[src/rtl/i2c_pkg.sv]
// Shared definitions for the I2C slave receiver: FSM states, default codec
// address and bus-level bit constants.
package i2c_pkg;

  typedef enum logic [2:0] {
    S_IDLE,
    S_ADDR,
    S_ADDR_ACK,
    S_BYTE1,
    S_ACK1,
    S_BYTE2,
    S_ACK2,
    S_IGNORE
  } state_e;

  localparam logic [6:0] CODEC_ADDR = 7'h1A;
  localparam logic       ACK_BIT    = 1'b0;
  localparam logic       NACK_BIT   = 1'b1;
  localparam logic       RW_WRITE   = 1'b0;

endpackage

[src/rtl/i2c_line_sync.sv]
// Synchronises SCLK/SDIN into the system clock domain and flags SCLK edges
// plus START/STOP conditions from the synchronised values only.
module i2c_line_sync (
  input  logic clk_i,
  input  logic rst_i,
  input  logic scl_i,
  input  logic sda_i,
  output logic sda_o,
  output logic scl_rise_o,
  output logic scl_fall_o,
  output logic start_o,
  output logic stop_o
);

  // [1:0] form the 2-flop synchroniser, [2] holds the previous synchronised value
  logic [2:0] scl_q;
  logic [2:0] sda_q;

  always_ff @(posedge clk_i or posedge rst_i) begin
    if (rst_i) begin
      scl_q <= '1;
      sda_q <= '1;
    end else begin
      scl_q <= {scl_q[1:0], scl_i};
      sda_q <= {sda_q[1:0], sda_i};
    end
  end

  assign sda_o      = sda_q[1];
  assign scl_rise_o = scl_q[1] & ~scl_q[2];
  assign scl_fall_o = ~scl_q[1] & scl_q[2];
  assign start_o    = scl_q[1] & sda_q[2] & ~sda_q[1];
  assign stop_o     = scl_q[1] & ~sda_q[2] & sda_q[1];

endmodule

[src/rtl/i2c_slave_receiver.sv]
// Write-only I2C slave: ACKs its address and two data bytes, then publishes
// them as a 16-bit MESSAGE with a one-cycle MESSAGE_VALID pulse.
module i2c_slave_receiver
  import i2c_pkg::*;
#(
  parameter logic [6:0] SLAVE_ADDR = CODEC_ADDR
) (
  input  logic        CLOCK50M,
  input  logic        RESET,
  input  logic        SCLK,
  input  logic        SDIN,
  output logic        SDA_PULL_LOW,
  output logic [15:0] MESSAGE,
  output logic        MESSAGE_VALID,
  output logic        BUSY
);

  logic sda_s, scl_rise, scl_fall, start_det, stop_det;

  i2c_line_sync u_sync (
    .clk_i      (CLOCK50M),
    .rst_i      (RESET),
    .scl_i      (SCLK),
    .sda_i      (SDIN),
    .sda_o      (sda_s),
    .scl_rise_o (scl_rise),
    .scl_fall_o (scl_fall),
    .start_o    (start_det),
    .stop_o     (stop_det)
  );

  state_e      state_q, state_d;
  logic [2:0]  cnt_q, cnt_d;
  logic [7:0]  shift_q, shift_d;
  logic [7:0]  byte1_q, byte1_d;
  logic [15:0] msg_q, msg_d;
  logic        valid_q, valid_d;
  logic        done_q, done_d;
  logic [7:0]  shift_next;

  always_ff @(posedge CLOCK50M or posedge RESET) begin
    if (RESET) begin
      state_q <= S_IDLE;
      cnt_q   <= '0;
      shift_q <= '0;
      byte1_q <= '0;
      msg_q   <= '0;
      valid_q <= 1'b0;
      done_q  <= 1'b0;
    end else begin
      state_q <= state_d;
      cnt_q   <= cnt_d;
      shift_q <= shift_d;
      byte1_q <= byte1_d;
      msg_q   <= msg_d;
      valid_q <= valid_d;
      done_q  <= done_d;
    end
  end

  assign shift_next = {shift_q[6:0], sda_s};

  // done_q marks "8 bits in, waiting for the SCLK fall that opens the ACK slot"
  always_comb begin
    state_d = state_q;
    cnt_d   = cnt_q;
    shift_d = shift_q;
    byte1_d = byte1_q;
    msg_d   = msg_q;
    valid_d = 1'b0;
    done_d  = done_q;
    if (start_det) begin
      state_d = S_ADDR;
      cnt_d   = '0;
      shift_d = '0;
      done_d  = 1'b0;
    end else if (stop_det) begin
      state_d = S_IDLE;
      cnt_d   = '0;
      done_d  = 1'b0;
    end else begin
      unique case (state_q)
        S_ADDR, S_BYTE1, S_BYTE2: begin
          if (done_q) begin
            if (scl_fall) begin
              done_d = 1'b0;
              if (state_q == S_ADDR) begin
                state_d = S_ADDR_ACK;
              end else if (state_q == S_BYTE1) begin
                state_d = S_ACK1;
                byte1_d = shift_q;
              end else begin
                state_d = S_ACK2;
                msg_d   = {byte1_q, shift_q};
                valid_d = 1'b1;
              end
            end
          end else if (scl_rise) begin
            shift_d = shift_next;
            cnt_d   = cnt_q + 3'd1;
            if (cnt_q == 3'd7) begin
              if (state_q == S_ADDR &&
                  !(shift_next[7:1] == SLAVE_ADDR && shift_next[0] == RW_WRITE)) begin
                state_d = S_IGNORE;
              end else begin
                done_d = 1'b1;
              end
            end
          end
        end
        S_ADDR_ACK: if (scl_fall) state_d = S_BYTE1;
        S_ACK1:     if (scl_fall) state_d = S_BYTE2;
        S_ACK2:     if (scl_fall) state_d = S_IGNORE;
        default: ;
      endcase
    end
  end

  assign SDA_PULL_LOW  = (state_q == S_ADDR_ACK) || (state_q == S_ACK1) || (state_q == S_ACK2);
  assign BUSY          = (state_q == S_ADDR_ACK) || (state_q == S_BYTE1) ||
                         (state_q == S_ACK1) || (state_q == S_BYTE2) || (state_q == S_ACK2);
  assign MESSAGE       = msg_q;
  assign MESSAGE_VALID = valid_q;

endmodule

[config.mk]
export PLATFORM = sky130hd
export DESIGN_NAME = i2c_slave_receiver
export DESIGN_NICKNAME = d
export VERILOG_FILES = /design/src/rtl/i2c_pkg.sv /design/src/rtl/i2c_line_sync.sv /design/src/rtl/i2c_slave_receiver.sv
export SDC_FILE = /design/constraint.sdc
export NUM_CORES = 1
export LEC_CHECK = 0
export CORE_AREA = 4 4 65 67
export CTS_BUF_LIST = sky130_fd_sc_hd__clkbuf_16
export CTS_CLUSTER_DIAMETER = 30
export DETAILED_ROUTE_END_ITERATION = 8
export DIE_AREA = 0 0 69 71
export GPL_TIMING_DRIVEN = 0
export PLACE_DENSITY = 0.79
export SKIP_CTS_REPAIR_TIMING = 1
export SYNTH_ARGS = -nofsm -noshare
export SYNTH_HDL_FRONTEND = slang
export SYNTH_SLANG_ARGS = --single-unit
[constraint.sdc]
create_clock -name CLOCK50M -period 2.9 [get_ports CLOCK50M]
set_input_delay 0.87 -clock CLOCK50M [delete_from_list [all_inputs] [get_ports CLOCK50M]]
set_output_delay 0.87 -clock CLOCK50M [all_outputs]
set_load 0.05 [all_outputs]
==> results.yml <==
worst_setup_path:
  crit_path_end_kind: "primary output"
  crit_path_top_delay_cell: "clkdlybuf4s50_1"
  cp_slowest_stage_delay_ns: 0.70
  worstReg2RegStart: "u_sync.scl_q[1]$_DFF_PP1_"
  critical_path.cell_chain: "buf_6 > nor2_2 > nor2_1 > clkdlybuf4s50_1"
  cp_max_fo: 10
  path_class: "register to primary output"
  cp_data_arrival_time_ns: 1.89
  worstSetupStartpoint: "state_q[1]$_DFFE_PP0P_"
  worstSetupStartpointType: "register"
  required_ns: 2.03
clock_tree:
  cts_buffers: 5
  clock_latency_ns: 0.28
  clkTransAtPathRegs_ns: 0.06
  root_buffer: "clkbuf_16"
  cts_buffer_depth: 2
  cts_tree: "done"
  htree_levels: 2
  numClockSinks: 46
route:
  via_per_inst: 5.76
  wl_met3_um: 155
  met1Wirelength_um: 1650
  first_iter_violations: 70
  ant_nets: 0
  wl_um: 3850
  first_pass_iters: 4
  vias: 1262
  drc_errors: 0
  post_drt_wl_per_cell_um: 17.6
  wl_met2_um: 1960
  routed.top_layer: "met4"
synth:
  async_flop_share: 1.00
  synth-main-ff-cell: "dfrtp_1"
  synth_cell_types: 47
  synth_top_area_share: 0.495
  yosysTopAreaCell: "dfrtp_1"
  synth_edf_count: 0
  synth_area_leaders: "dfrtp_1 (50%), mux2_2 (8.4%), dfstp_2 (7.8%)"
  syn_area_per_cell_um2: 14.3
  syn_nets: 147
  yosysSeqAreaShare: 0.573
  yosysWarningCount: 0
  syn-cell-area_um2: 2020
  syn_inst: 141
  ys_seq_elements: 46
timing:
  max_freq_ghz: 0.362
  worst_pin_slew_ns: 0.903
  period_minus_slack_ns: 2.76
  post-route-period-util: 0.953
  hold_slack_ns: 0.356
  rsz0062_at_grt: "no"
  relSlewSlack: 0.397
  finClkSkew_ns: 0.00469
  final-hold-violation-count: 0
  setup_tns_ns: 0
  setup-violations-final: 0
  slew_violations: 0
placement:
  place.gp.congestion: 0.838
  port_buffers: 22
  dp_hpwl_um: 2610
  dpl_cell_area_um2: 2300
pwr:
  power_density_nw_per_um2: 661
  ir_drop_mv: 0.565
  p_leak_nw: 1.12
global_route:
  grt-ovfl-total: 0
  grt_max_degree: 47
  track_usage: 0.169
  antenna_found_initial: 0
  grt_pass1_wl_um: 6510
  grt_pass1_vias: 1380
final_layout:
  nets: 176
  fillers: 279
  final_area_um2: 2440
  final_core_util: 0.672
  area.growth.synth_to_final_pct: 20.9
  antenna_cells: 0
  layout-drive-gt1-share: 0.316
die:
  start_util: 0.556
  die_w_um: 69
  core_um2: 3630
  die_h_um: 71
  die_area_um2: 4900
  num_rows: 22
  pin_count: 23
outcome:
  outcome: "finished, final reports clean"
worst_hold_path:
  hold_path_class: "register to register"
  hp-start: "u_sync.scl_q[0]$_DFF_PP1_"
run:
  cap_violations: 0
[cell families after synthesis]
family                   count (synthesis)  share of synthesized area
XOR/XNOR                                 2                    0.00867
AND/OR/NAND/NOR                         28                      0.100
flip-flops                              46                      0.573
multiplexers                            25                      0.156
adder cells (fa/ha/maj)                  2                     0.0124
AO/OA/AOI/OAI                           31                      0.124
buffers and inverters                    7                     0.0248
[flip-flops by register name, summed over array words and instances (netlist names)]
register	flops
cnt_q	3
state_q	3
done_q	1
u_sync.scl_q	3
MESSAGE_VALID	1
byte1_q	8
shift_q	8
MESSAGE	16
u_sync.sda_q	3
[power breakdown]
| part | internal [mW] | total (mW) | switching (mW) |
|---|---|---|---|
| Clock | 0.310 | 0.530 | 0.220 |
| Sequential | 0.695 | 0.752 | 0.0567 |
| Combinational | 0.127 | 0.332 | 0.205 |
| Total | 1.13 | 1.61 | 0.482 |
[through the flow]
step                power (mW)  worst slack, ns  std cells
floorplan                0.999            0.664        141
global placement          1.07            0.178        211
detailed placement        1.09            0.336        211
CTS                       1.62         -0.00413        219
global route              1.69           0.0915        219
finish                    1.61            0.136        219
[synth_stat cells, types with 2 or more instances]
cell type / instances
nor2_1: 6
a22o_1: 7
dfstp_2: 6
ha_1: 2
a21oi_1: 5
buf_6: 3
o21a_1: 2
dfrtp_1: 40
xor2_1: 2
nand2_2: 2
a21boi_1: 2
mux2_2: 15
mux2_4: 9
nand3_1: 3
nand2_1: 5
[cell usage in the layout (no fill, tap or decap), types with 2 or more instances in the layout]
cell type / n
a21boi_1: 2
a21oi_1: 5
a22o_1: 7
buf_6: 3
clkbuf_16: 5
clkdlybuf4s50_1: 21
dfrtp_1: 40
dfstp_2: 6
ha_1: 2
inv_1: 2
inv_2: 2
mux2_2: 15
mux2_4: 9
nand2_1: 5
nand2_2: 2
nand3_1: 3
nor2_1: 5
nor2_2: 2
o21a_1: 2
xor2_1: 2
[area by class of cell]
type | instances | area (um2) | share of cell area
plain buffers | 5 | 42.5 | 0.0174
inverters | 2 | 7.51 | 0.00307
repair buffers | 22 | 223 | 0.0912
multi-input cells | 88 | 815 | 0.334
clock inverters | 3 | 11.3 | 0.00461
clock buffers | 5 | 125 | 0.0512
flip-flops and latches | 46 | 1160 | 0.474
well taps | 48 | 60.1 | 0.0246
[critical path: cells and delay by family (launching register included)]
kind,cells,cell delay [ns]
flops,1,0.41
simple gates,2,0.34
buf+inv,2,0.86
[path summary, 6_finish.rpt]
kind | end | slack (ns) | depth (start not counted)
max in group asynchronous | byte1_q[0]$_DFFE_PP0P_ | 1.22 | 2
min in group asynchronous | MESSAGE[0]$_DFFE_PP0P_ | 1.11 | 2
hold / removal | u_sync.scl_q[1]$_DFF_PP1_ | 0.36 | 0
hold reg to reg | u_sync.scl_q[1]$_DFF_PP1_ | 0.36 | 0
setup / recovery | SDA_PULL_LOW | 0.14 | 4
setup reg to reg | state_q[0]$_DFFE_PP0P_ | 0.96 | 4
[routing by layer]
layer  GRT usage  vias to the layer above
met1       0.193                      643
met4      0.0824                        0
met3      0.0568                       10
met5           0                        -
li1            -                      575
met2       0.284                       34
No activity file was read; power rests on OpenSTA's default activity.
==> RTL edit 1: new RTL, same flow settings <==
`shift_q` no longer has a reset.
--- a/src/rtl/i2c_slave_receiver.sv
+++ b/src/rtl/i2c_slave_receiver.sv
@@ -42,7 +42,6 @@
     if (RESET) begin
       state_q <= S_IDLE;
       cnt_q   <= '0;
-      shift_q <= '0;
       byte1_q <= '0;
       msg_q   <= '0;
       valid_q <= 1'b0;
@@ -50,12 +49,15 @@
     end else begin
       state_q <= state_d;
       cnt_q   <= cnt_d;
-      shift_q <= shift_d;
       byte1_q <= byte1_d;
       msg_q   <= msg_d;
       valid_q <= valid_d;
       done_q  <= done_d;
     end
+  end
+
+  always_ff @(posedge CLOCK50M) begin
+    shift_q <= shift_d;
   end
 
   assign shift_next = {shift_q[6:0], sda_s};
Formal check against the unedited RTL: same outputs for any inputs over 10 cycles, from zero or initial values and one cycle with RESET high; that may be too few to reach the edited logic, so the function may still have changed.
==> RTL edit 1 against the original RTL <==
First-iteration DRC count shrank 59%. Setup slack worse by 73 ps. Design area decreased by 3.3%. Sequential cell count unchanged. Area after synthesis shrank 4.1%. Non-clock buffer count is 1 higher. Power increased by 4.4%. Global-route usage decreased by 1.8 points. Wire length shrank 11%. Largest cell class unchanged. Largest power group unchanged.
==> RTL edit 1: results (changes against the original RTL) <==
### Yosys
• **number of warnings reported in the yosys synthesis log** 0, unchanged
• **leading post-synthesis cells by instance count** sky130_fd_sc_hd__dfrtp_1, sky130_fd_sc_hd__nor2_1, sky130_fd_sc_hd__mux2_1, was sky130_fd_sc_hd__dfrtp_1, sky130_fd_sc_hd__mux2_2, sky130_fd_sc_hd__mux2_4
• **adder and majority gate portion of the synthesized area** 1.292%, was 1.238%
• **fraction of synthesized cell area in xor and xnor cells** 0.9044%, was 0.8669%
• **count of different cell masters after synthesis** 42, was 47
• **post-synthesis compound-gate area fraction** 6.331%, was 12.45%
• **Async S/R FF share, synth** 82.61%, was 100.0%
• **proportion of synthesized area in mux cells** 19.64%, was 15.60%
• **largest cells by area after synthesis** sky130_fd_sc_hd__dfrtp_1, sky130_fd_sc_hd__dfxtp_1, sky130_fd_sc_hd__dfstp_2, was sky130_fd_sc_hd__dfrtp_1, sky130_fd_sc_hd__mux2_2, sky130_fd_sc_hd__dfstp_2
• **synthesized netlist net count** 149, was 147
• **sequential share of the synthesized area** 57.75%, was 57.34%

### STA
• **worst-case clock skew** 5.406 ps, was 4.691 ps
• **measured slew at the worst slew-check pin** 794.9 ps, was 902.8 ps
• **final sum of negative setup slack** 0 ps, unchanged

### CTS
• **CTS HTree Levels** 2, unchanged
• **Clock Root Buffer** sky130_fd_sc_hd__clkbuf_16, unchanged
• **worst skew pair latency** 280 ps, about the same
• **number of buffers added by the clock tree synthesis step** 5, unchanged

### Power and ir drop
• **reported leakage power** 1.068 nW, was 1.118 nW
• **highest ir drop seen on vdd** 0.4432 mV, was 0.5649 mV

### Cells and area
• **fraction of final layout cells with drive strength greater than 1** 22.54%, was 31.58%
• **filler cell count in the final layout** 290, was 279
• **number of flip-flops under the largest register name** 16, unchanged
• **layout net count** 178, was 176

### Global route
• **number of antenna violations at the first check in global routing** 0, unchanged
• **first-pass GRT wire length** 5.913 mm, was 6.513 mm
• **pin count of the biggest net entering global routing** 39, was 47
• **via count of the first global-routing pass** 1,221, was 1,380
• **Total GRT Usage** 15.09%, was 16.85%

### Placement
• **global placer's final weighted congestion** 0.8030, was 0.8377
• **HPWL Detailed** 2.364 mm, was 2.606 mm
• **placement-stage worst setup slack** 362.2 ps, was 336.3 ps
• **placed standard-cell area** 2217 um^2, was 2301 um^2

### Route
• **via density per instance** 5.326, was 5.763
• **DRC violation total after the first TritonRoute iteration** 29, was 70
• **total length of routed wires** 3.419 mm, was 3.849 mm
• **total iterations of the first detailed-routing run** 4, unchanged

### Critical path
• **Worst EP arrival** 1970 ps, was 1890 ps
• **crit path max-delay cell type** sky130_fd_sc_hd__clkdlybuf4s50_1, unchanged
• **family of cells with the greatest summed delay on the critical path** buffers and inverters, unchanged
• **delay of the slowest cell on the worst path** 800 ps, was 700 ps

### Min path
• **Min-Delay Path Class** reg2reg, unchanged

### Run status
• **outcome** complete, no violations, unchanged

-- RTL edit 1: changes by cell type in the layout (fill, tap and decap cells not counted), sizes merged, moves of 3 or more --
cell,change
nand2,-5
a21oi,-3
dfrtp,-8
a22o,-7
nor2,+8
dfxtp,+8
nand3,-3
a2111oi,+3
mux2i,+11
-- RTL edit 1: worst paths after layout --
kind                                  from         endpoint  slack, ps  cells after the start
setup / recovery                state_q[1]             BUSY         60                      4
max in group asynchronous            RESET       MESSAGE[6]       1380                      2
setup reg to reg                state_q[0]      MESSAGE[12]        880                      5
min in group asynchronous            RESET       MESSAGE[8]       1040                      2
hold / removal             u_sync.sda_q[0]  u_sync.sda_q[1]        360                      0
hold reg to reg            u_sync.sda_q[0]  u_sync.sda_q[1]        360                      0
-- RTL edit 1: metal layers --
metal,vias to the layer above,GRT usage [%],share of wire [%]
li1,567,-,-
met1,581,18.57,46
met2,25,25.95,50
met3,4,4.119,3.1
met4,0,4.555,0.88
met5,-,0,0
-- RTL edit 1: metrics by stage --
stage               hold slack [ps]  cells  utilization, %  power, W
floorplan                     345.2    143               -  0.001035
global placement              346.2    213           61.02  0.001108
detailed placement            347.8    213           61.02  0.001138
CTS                           357.1    221           64.98  0.001693
global route                  357.8    221           64.98  0.001763
finish                        355.7    221           64.98  0.001684
-- RTL edit 1: area by class of cell --
class                           instances  area share [%]
Clock buffer                            5           5.299
Tap cell                               48           2.544
Sequential cell                        46           47.38
Clock inverter                          3          0.7949
Buffer                                  6           1.484
Multi-Input combinational cell         87           32.54
Inverter                                4          0.6359
Timing Repair Buffer                   22           9.327
-- RTL edit 1: cells by family after synthesis --
group,count (synthesis)
flip-flops,46
adder cells (fa/ha/maj),2
buffers and inverters,10
multiplexers,35
AND/OR/NAND/NOR,35
XOR/XNOR,2
AO/OA/AOI/OAI,13
-- RTL edit 1: power by group --
part	internal (W)	switching [W]
clock	0.000319	0.000238
sequential	0.000695	0.0000448
combinational	0.000149	0.000239
total	0.00116	0.000521
==> RTL edit 2: new RTL, same flow settings <==
Without the edit above. Put a register stage on the outputs `SDA_PULL_LOW` and `BUSY`, without a reset. The values now appear one clock later. The other outputs are not delayed to match.
--- a/src/rtl/i2c_slave_receiver.sv
+++ b/src/rtl/i2c_slave_receiver.sv
@@ -116,9 +116,10 @@
     end
   end
 
-  assign SDA_PULL_LOW  = (state_q == S_ADDR_ACK) || (state_q == S_ACK1) || (state_q == S_ACK2);
-  assign BUSY          = (state_q == S_ADDR_ACK) || (state_q == S_BYTE1) ||
-                         (state_q == S_ACK1) || (state_q == S_BYTE2) || (state_q == S_ACK2);
+  always_ff @(posedge CLOCK50M) begin
+    SDA_PULL_LOW <= (state_q == S_ADDR_ACK) || (state_q == S_ACK1) || (state_q == S_ACK2);
+    BUSY         <= (state_q == S_ADDR_ACK) || (state_q == S_BYTE1) || (state_q == S_ACK1) || (state_q == S_BYTE2) || (state_q == S_ACK2);
+  end
   assign MESSAGE       = msg_q;
   assign MESSAGE_VALID = valid_q;
 
Function: same outputs for any inputs over 10 cycles, from zero or initial values and one cycle with RESET high; that may be too few to reach the edited logic, so the function may still have changed.
==> RTL edit 2 against the original RTL <==
Sequential cell count rose by 2. Design area rose by 5.3%. Cell count rose by 10%. Global-route usage rose by 0.55 points. Sequential power rose by 16%. Setup slack improved by 440 ps. Wire length rose by 1.7%. Power rose by 19%. Maximum frequency rose by 19%. Area after synthesis rose by 5.3%. Register-to-register slack got worse by 30 ps. Clock skew fell by 0.66 ps. Clock power rose by 18%. Critical path type unchanged. Critical endpoint is now MESSAGE[8]. Highest routed layer unchanged.
==> RTL edit 2: results (changes against the original RTL) <==
### Yosys
• **largest cells by area after synthesis** sky130_fd_sc_hd__dfrtp_1, sky130_fd_sc_hd__mux2_2, sky130_fd_sc_hd__dfstp_2, unchanged
• **leading post-synthesis cells by instance count** sky130_fd_sc_hd__dfrtp_1, sky130_fd_sc_hd__mux2_2, sky130_fd_sc_hd__nor2_1, was sky130_fd_sc_hd__dfrtp_1, sky130_fd_sc_hd__mux2_2, sky130_fd_sc_hd__mux2_4
• **adder and majority gate portion of the synthesized area** 1.176%, was 1.238%
• **synthesized netlist net count** 169, was 147
• **Syn Area/Cell** 13.06 um^2, was 14.33 um^2
• **fraction of synthesized cell area in xor and xnor cells** 0.8230%, was 0.8669%
• **proportion of synthesized area in mux cells** 13.64%, was 15.60%
• **sequential share of the synthesized area** 56.32%, was 57.34%
• **count of different cell masters after synthesis** 44, was 47

### Global route
• **met2 capacity usage during global routing** 29.45%, was 28.39%
• **met1 GRT Util** 21.41%, was 19.26%
• **Total GRT Usage** 17.40%, was 16.85%
• **via count of the first global-routing pass** 1,407, was 1,380
• **met3 demand-to-capacity share in global routing** 4.972%, was 5.682%

### Placement
• **placement-stage worst setup slack** 836.9 ps, was 336.3 ps
• **global placer's final weighted congestion** 0.9291, was 0.8377
• **placed standard-cell area** 2409 um^2, was 2301 um^2

### Power and ir drop
• **reported leakage power** 1.168 nW, was 1.118 nW
• **highest ir drop seen on vdd** 0.5341 mV, was 0.5649 mV

### Run status
• **outcome** complete, no violations, unchanged

### Route
• **total length of routed wires** 3.913 mm, was 3.849 mm
• **via density per instance** 5.925, was 5.763
• **routed length on met2** 2.013 mm, was 1.961 mm

### Cells and area
• **Final clock-cell share** 6.372%, was 5.584%
• **final std cell area, no fill** 2572 um^2, was 2442 um^2
• **non-filler instance count after layout** 241, was 219
• **number of inverters outside the clock class in the layout** 3, was 2
• **number of signal-net buffers in the layout** 32, was 27
• **fraction of cell area in non-clock buffers** 11.04%, was 10.86%
• **fraction of final layout cells with drive strength greater than 1** 28.50%, was 31.58%

### CTS
• **CTS sink cnt** 48, was 46

### Critical path
• **critical path fanouts, max** 2, was 10

## RTL edit 2: changes by cell type after synthesis, sizes merged, moves of 3 or more
cell	change
and2	+3
nand3	-3
o21bai	+7
nor4	+6
a22o	-7
o221a	+8
clkbuf	+4
## RTL edit 2: report_power, final
part	switching, W	internal (W)	total (W)
clock network	0.000227	0.000401	0.000628
registers	0.000110	0.000765	0.000875
logic	0.000222	0.000192	0.000414
## RTL edit 2: final timing paths
path / from / end / slack [ps] / cells after the start
min in group asynchronous: RESET / MESSAGE[6] / 1110 / 2
max in group asynchronous: RESET / shift_q[1] / 1230 / 2
setup reg to reg: u_sync.scl_q[1] / shift_q[1] / 930 / 6
hold / removal: u_sync.sda_q[0] / u_sync.sda_q[1] / 350 / 0
setup / recovery: MESSAGE[8] / MESSAGE[8] / 580 / 1
hold reg to reg: u_sync.sda_q[0] / u_sync.sda_q[1] / 350 / 0
